--- src/rtl/qerv_fetch.sv ---
// Instruction fetch: Wishbone classic reads, halfword-straddle reassembly, one-word buffer for compressed pairs.
// Latency: buffer hit 1 cycle; miss = ack + 1; straddle = second ack + 1. All outputs registered.
// Backpressure: waits indefinitely on i_wb_ack with cyc held; i_flush aborts, i_fetch outside IDLE is ignored.
module qerv_fetch #(
  parameter int WITH_C = 1
) (
  input  logic        clk,
  input  logic        i_rst_n,
  input  logic [31:0] i_pc,
  input  logic        i_fetch,
  input  logic        i_flush,
  output logic        o_valid,
  output logic [31:0] o_insn,
  output logic        o_iscomp,
  output logic [31:0] o_wb_adr,
  output logic        o_wb_cyc,
  input  logic [31:0] i_wb_rdt,
  input  logic        i_wb_ack
);

  localparam bit HAS_C = (WITH_C != 0);

  typedef enum logic [1:0] {IDLE, FETCH0, FETCH1} state_t;

  state_t      state;
  logic [31:0] buf_word;
  logic [29:0] buf_adr;
  logic        buf_vld;

  logic [29:0] pc_word;
  logic [29:0] next_word;
  logic        pc_half;
  logic        unused_pc0;

  logic        buf_hit;
  logic        buf_hi_wide;
  logic        hit_full;
  logic        hit_straddle;
  logic        rdt_straddle;
  logic [31:0] hit_insn;
  logic [31:0] rdt_insn;
  logic [31:0] join_insn;

  // Pick the instruction at halfword h out of a fetched word; without C support the word is passed through.
  function automatic logic [31:0] select_insn(input logic [31:0] w, input logic h);
    if (!HAS_C)
      return w;
    if (h)
      return {16'b0, w[31:16]};
    if (w[1:0] == 2'b11)
      return w;
    return {16'b0, w[15:0]};
  endfunction

  function automatic logic is_comp(input logic [31:0] insn);
    return HAS_C && (insn[1:0] != 2'b11);
  endfunction

  // Word address arithmetic wraps naturally in 30 bits, so PC 0xFFFFFFFE continues at word 0.
  assign pc_word    = i_pc[31:2];
  assign next_word  = pc_word + 30'd1;
  assign pc_half    = HAS_C ? i_pc[1] : 1'b0;
  assign unused_pc0 = i_pc[0];

  // A 32-bit instruction starting in the upper half needs the next word as well.
  assign buf_hit      = HAS_C && buf_vld && (buf_adr == pc_word);
  assign buf_hi_wide  = (buf_word[17:16] == 2'b11);
  assign hit_full     = buf_hit && (!pc_half || !buf_hi_wide);
  assign hit_straddle = buf_hit && pc_half && buf_hi_wide;
  assign rdt_straddle = pc_half && (i_wb_rdt[17:16] == 2'b11);
  assign hit_insn     = select_insn(buf_word, pc_half);
  assign rdt_insn     = select_insn(i_wb_rdt, pc_half);
  // Upper half comes from the buffer as it stood before this edge's refill.
  assign join_insn    = {i_wb_rdt[15:0], buf_word[31:16]};

  // Fetch FSM, buffer and all registered outputs.
  always_ff @(posedge clk) begin
    if (!i_rst_n) begin
      state    <= IDLE;
      o_wb_cyc <= 1'b0;
      o_wb_adr <= 32'd0;
      o_valid  <= 1'b0;
      o_insn   <= 32'd0;
      o_iscomp <= 1'b0;
      buf_vld  <= 1'b0;
      buf_word <= 32'd0;
      buf_adr  <= 30'd0;
    end else begin
      o_valid <= 1'b0;
      if (i_flush) begin
        state    <= IDLE;
        o_wb_cyc <= 1'b0;
        buf_vld  <= 1'b0;
      end else begin
        case (state)
          IDLE: begin
            if (i_fetch) begin
              if (hit_full) begin
                o_valid  <= 1'b1;
                o_insn   <= hit_insn;
                o_iscomp <= is_comp(hit_insn);
              end else if (hit_straddle) begin
                state    <= FETCH1;
                o_wb_cyc <= 1'b1;
                o_wb_adr <= {next_word, 2'b00};
              end else begin
                state    <= FETCH0;
                o_wb_cyc <= 1'b1;
                o_wb_adr <= {pc_word, 2'b00};
              end
            end
          end
          FETCH0: begin
            if (i_wb_ack) begin
              buf_word <= i_wb_rdt;
              buf_adr  <= pc_word;
              buf_vld  <= HAS_C;
              if (rdt_straddle) begin
                state    <= FETCH1;
                o_wb_adr <= {next_word, 2'b00};
              end else begin
                state    <= IDLE;
                o_wb_cyc <= 1'b0;
                o_valid  <= 1'b1;
                o_insn   <= rdt_insn;
                o_iscomp <= is_comp(rdt_insn);
              end
            end
          end
          FETCH1: begin
            if (i_wb_ack) begin
              state    <= IDLE;
              o_wb_cyc <= 1'b0;
              o_valid  <= 1'b1;
              o_insn   <= join_insn;
              o_iscomp <= is_comp(join_insn);
              buf_word <= i_wb_rdt;
              buf_adr  <= next_word;
            end
          end
          default: begin
            state    <= IDLE;
            o_wb_cyc <= 1'b0;
          end
        endcase
      end
    end
  end

endmodule

--- config.mk ---
export PLATFORM = sky130hd
export DESIGN_NAME = qerv_fetch
export DESIGN_NICKNAME = d
export VERILOG_FILES = /design/src/rtl/qerv_fetch.sv
export SDC_FILE = /design/constraint.sdc
export NUM_CORES = 1
export LEC_CHECK = 0
export BUFFER_PORTS_ARGS = -buffer_cell sky130_fd_sc_hd__buf_2
export CORE_MARGIN = 2
export CORE_UTILIZATION = 51
export DETAILED_ROUTE_END_ITERATION = 16
export PLACE_DENSITY = 0.77
export RECOVER_POWER = 50
export SLEW_MARGIN = 20
export SYNTH_ARGS = -nofsm -noshare
export SYNTH_HDL_FRONTEND = slang
export SYNTH_SLANG_ARGS = --single-unit
--- constraint.sdc ---
create_clock -name clk -period 2.55 [get_ports clk]
set_clock_uncertainty 0.15 [all_clocks]
set_input_delay 0.1275 -clock clk [delete_from_list [all_inputs] [get_ports clk]]
set_output_delay 0.1275 -clock clk [all_outputs]
set_load 0.02 [all_outputs]
After elaboration in Yosys (flattened, before gate mapping). Cells that the tools add are included.

Output and inout bits: 67. Bits in registers: 132. Bits of input ports: 69. Word-level logic and storage cells: 103.

Bitwise gates (word level): 2. Eq/ne operators: 17. Add/sub/neg operators: 1. Reduce and logical (&&, ||, !) cells: 21. Multiplexer cells: 53.

Operators with widths (number): 32-bit 2-to-1 mux (18); 32-bit one-hot mux with 3 select lines (1); 32-bit one-hot mux with 2 select lines (1); 30-bit 2-to-1 mux (2); 30-bit one-hot mux with 2 select lines (1); 30-bit by 1-bit adder with 30-bit output (second input constant) (1); 30-bit == test (1); 1-bit 2-to-1 mux (20); 2-bit != test (second input constant) (10); 2-bit 2-to-1 mux (6); 2-bit == test (second input constant) (5); 1-bit one-hot mux with 3 select lines (3); 4-bit AND reduction (2); 7-bit AND reduction (1); 2-bit one-hot mux with 3 select lines (1); 6-bit AND reduction (1); 1-bit logical AND (5); 5-bit AND reduction (1); 2-bit nonzero test (2); 2-bit OR reduction (2); 3-bit AND reduction (1); 3-bit nonzero test (1); 2-bit by 1-bit == test with 1-bit output (second input constant) (1); 1-bit zero test (2); 4 further kinds (5).

Depth between registers and ports, before layout.
Word-level depth: 9. Mapped depth: 11. Mapped depth without buffers: 8.

Worst setup path before layout. OpenSTA, ideal clock, no wires.

Kind: reg2reg. From: register buf_adr[18]. To: register o_wb_adr[2]. Buffers on the path: 1. Setup time: 0.116 ns. Period minus slack after synthesis: 2.583 ns. Path slack: -0.033 ns. Required time: 2.284 ns. Data arrival time: 2.317 ns. Stages on the path, launching flop included: 8. Cell sequence: dfxtp_1 xor2_1 or4_1 or4_1 o2111a_1 or2_4 buf_6 a31o_1.

Word-level cells in the longest chain between the ends: 8. Elaborated cells on any way between the ends: 11. Classes of those cells: 2 x eq/ne; 4 x mux; 5 x reduce/logical.

RTL lines: start, declared (line 27) `logic [29:0] buf_adr;`; start signal, assigned (line 116) `buf_adr <= pc_word;`; start signal, assigned (line 138) `buf_adr <= next_word;`; 30-bit == test (*) (line 66) `assign buf_hit = HAS_C && buf_vld && (buf_adr == pc_word);`; 1-bit logical AND (*) (line 66); 1-bit logical AND (2 in a row) (line 69) `assign hit_straddle = buf_hit && pc_half && buf_hi_wide;`; 32-bit 2-to-1 mux (line 102) `end else if (hit_straddle) begin`; 32-bit 2-to-1 mux (line 98) `if (hit_full) begin`; 32-bit 2-to-1 mux (line 97) `if (i_fetch) begin`; 32-bit one-hot mux with 2 select lines (line 95) `case (state)`; end signal, assigned (line 105) `o_wb_adr <= {next_word, 2'b00};`; end signal, assigned (line 109) `o_wb_adr <= {pc_word, 2'b00};`; end signal, assigned (line 120) `o_wb_adr <= {next_word, 2'b00};`; end, declared (line 15) `output logic [31:0] o_wb_adr,`.

Mark *: on every way between the ends. The rest lies on a longest branch, timed or not. The select of a mux whose other input is x is not followed. A chain may end at the register's enable or synchronous reset.

Worst setup path after layout.
From: register buf_adr[9]. To: register o_wb_adr[25].

Same word-level chain as after synthesis.

==> flow_metrics.py <==
metrics = {
    "synthesis": {
        "yosys_warnings": 0,
        "yosysUniqueCellTypes": 51,
        "ys_ff_latch": 130,
        "synth_edf_count": 0,
        "seq_area_frac_synth_pct": 36.00,
        "syn_inst": 874,
        "synth-async-reset-ratio_pct": 0,
        "avgSynthCellArea_um2": 8.272,
        "synthFlopType": "dfxtp_1",
        "netlist_area_um2": 7229,
    },
    "floorplanning": {
        "ios": 136,
        "start_util_pct": 52.08,
        "core-area_um2": 13880,
        "dieArea_um2": 15140,
        "die_w_um": 123.1,
        "rows": 43,
        "die_h_um": 123.1,
    },
    "routing": {
        "vias": 7719,
        "initialDrtViolationCount": 755,
        "drt-wirelength-per-cell_um": 19.01,
        "first_pass_iters": 6,
        "routed_wl_um": 23900,
        "drc": 0,
        "viasPerCell": 6.141,
        "postRouteAntennaNets": 0,
    },
    "place": {
        "portBuffers": 132,
        "pre_cts_slack_ps": -148.1,
        "place.gp.congestion": 0.8847,
        "dp.cells": 1178,
        "dpl.hpwl_um": 15840,
    },
    "setup_path": {
        "crit_type": "flip-flop to flip-flop",
        "end_kind": "flip-flop",
        "required_ps": 2730,
        "reg2reg_from": "buf_adr[9]$_SDFFE_PN0P_",
        "worstPathArrival_ps": 2860,
        "crit_path_start_kind": "flip-flop",
        "regToRegSetupSlack_ps": -130,
        "rr_worst_depth": 7,
        "path_max_fanout": 14,
        "reg2reg_to": "o_wb_adr[25]$_SDFFE_PN0P_",
    },
    "run_status": {
        "violations": "setup timing",
        "status": "finished with violations",
    },
    "cells_and_area": {
        "drive_above_1_share_pct": 23.40,
        "instances_no_fill": 1257,
        "final_common_cell": "dfxtp_1",
        "antenna_cells": 0,
        "finish.net_count": 1138,
        "final_cell_mix": "dfxtp_1, nand2_1, a21oi_1",
        "utilization_pct": 69.04,
        "syn_to_final_growth_pct": 32.55,
    },
    "clock_tree": {
        "cts_tree": "built",
        "cts_root_buf": "clkbuf_16",
        "htree_levels": 4,
        "worstSkewPairLatency_ps": 430,
        "cts-buffers-inserted": 17,
        "clk_path_buf_depth": 2,
        "cts.sinks": 130,
        "clk_pin_slew_worst_paths_ps": 60,
    },
    "min_path": {
        "hold_end": "buf_adr[4]$_SDFFE_PN0P_",
        "min_path_type": "primary input to flip-flop",
        "hold_depth": 4,
        "hold_start": "i_pc[6]",
    },
    "power": {
        "cellLeakagePower_nw": 3.305,
        "peakVddDrop_v": 0.0004459,
        "power.density_nw_per_um2": 599.3,
        "p_total_mw": 5.743,
    },
    "timing": {
        "rsz0062_at_grt": "yes",
        "maxSlewViolCount": 0,
        "finalCritPeriodShare_pct": 105.0,
        "worst_hold_slack_ps": 8.445,
        "worst_pin_slew_ps": 736.9,
        "final-setup-viol-count": 31,
        "maxSlewHeadroom_pct": 50.87,
        "worst_slack_ps": -128.7,
        "clock.fmax_mhz": 373.3,
        "fin_crit_ps": 2679,
        "finalHoldViolCount": 0,
    },
    "global_route": {
        "gr-total-overflow": 0,
        "antenna_found_initial": 0,
        "grt_pass1_wl_um": 36060,
        "grt_max_degree": 59,
        "grt_pass1_vias": 7016,
        "grt_usage_pct": 30.60,
    },
    "flow_run": {
        "drv_cap": 0,
    },
}
## kinds of logic (layout without fill, tap and decap cells)
family                     after synthesis  count (layout)  share of synthesized area, %
AOI/OAI and AO/OA                      265             265                         27.83
xor gates and xnor gates                54              54                         6.542
adders and majority gates                5               5                        0.8654
buffers and inverters                   98             300                         5.694
DFF                                    130             130                         36.00
muxes                                   22              22                         3.063
other                                    1               2                       0.05187
and+or+nand+nor                        299             299                         19.96
## per-layer routing
| layer | wire length, µm | track usage [%] |
|---|---|---|
| met5 | 0 | 0 |
| met4 | 792 | 13.57 |
| met3 | 2240 | 6.919 |
| met2 | 10640 | 46.20 |
| met1 | 10220 | 41.81 |
## cell type report
class	count	area, µm²
multi-input cells	647	4400
fillers	1116	4298
flip-flops and latches	130	2606
repair buffers	258	1749
clock buffers	17	425.4
well taps	180	225.2
clock inverters	15	136.4
inverters	10	40.04
## synthesized netlist by cell type (4+ instances only)
master    number  area share, %
a22o_1        16            1.9
clkbuf_1      65            3.4
a221oi_1      16            1.9
nor3_1        36            2.5
nand3_1       15            1.0
a22oi_1       16            1.7
and3_1         4           0.35
buf_1          7           0.36
nor2_1        65            3.4
o41ai_1        4           0.48
o21ai_0       28            1.9
dfxtp_1      130             36
or3_1         24            2.1
a21oi_1       76            5.3
nand4_1       22            1.9
o31ai_1       13            1.3
or4_1         12            1.2
xnor2_1       29            3.5
buf_2         11           0.76
inv_1         10           0.52
xor2_1        25            3.0
nor4_1         5           0.43
mux2i_1       21            2.9
ha_1           5           0.87
a311oi_2      27            5.6
nand2_1       99            5.1
a311oi_1       9            1.1
a211oi_1      50            5.2
## through the flow
stage,area (µm²),setup TNS [ps]
finish,9583,-2778
floorplan,7238,-15.92
CTS,9515,-1900
detailed placement,8462,-3553
global placement,8462,-1582
global route,9583,-8870
## state kept, by name, summed over array words and instances, names as in the netlist
register,count
o_iscomp,1
o_valid,1
buf_adr,30
o_wb_adr,30
state,2
buf_word,32
o_insn,32
buf_vld,1
o_wb_cyc,1
## report_power, final
part           switching [mW]  internal [mW]
Clock                   0.980           1.35
Sequential             0.0830           2.16
Combinational           0.700          0.478
Total                    1.76           3.98
## timing repair
item / in CTS / in global routing
buffers inserted: 0 / 3
resized for setup: 11 / 26
endpoints found under the hold margin: 52 / 0
pin swaps: 1 / 8
cloned: 0 / 1
endpoints found under the setup margin: 56 / 63
hold buffers: 43 / 0
## critical path: stages, from the launching register on
cell and delay (ps):
dfxtp_2 330, xor2_2 150, or4_1 530, or4_4 500, o2111a_2 290, or2_4 270
buf_12 160, a311oi_2 210
## how the worst max path moves through the flow
stage / from / to / slack [ps]
2_1_floorplan: buf_adr[22]$_SDFFE_PN0P_ / o_wb_adr[2]$_SDFFE_PN0P_ / -20
3_3_place_gp: buf_adr[22]$_SDFFE_PN0P_ / o_wb_adr[5]$_SDFFE_PN0P_ / -50
3_5_place_dp: buf_adr[13]$_SDFFE_PN0P_ / o_insn[23]$_SDFFE_PN0P_ / -150
4_1_cts: buf_adr[19]$_SDFFE_PN0P_ / o_wb_adr[25]$_SDFFE_PN0P_ / -100
5_1_grt: buf_adr[9]$_SDFFE_PN0P_ / o_wb_adr[5]$_SDFFE_PN0P_ / -200
6_report: buf_adr[9]$_SDFFE_PN0P_ / o_wb_adr[25]$_SDFFE_PN0P_ / -130
Note: power is estimated with default switching activity, not from simulation.
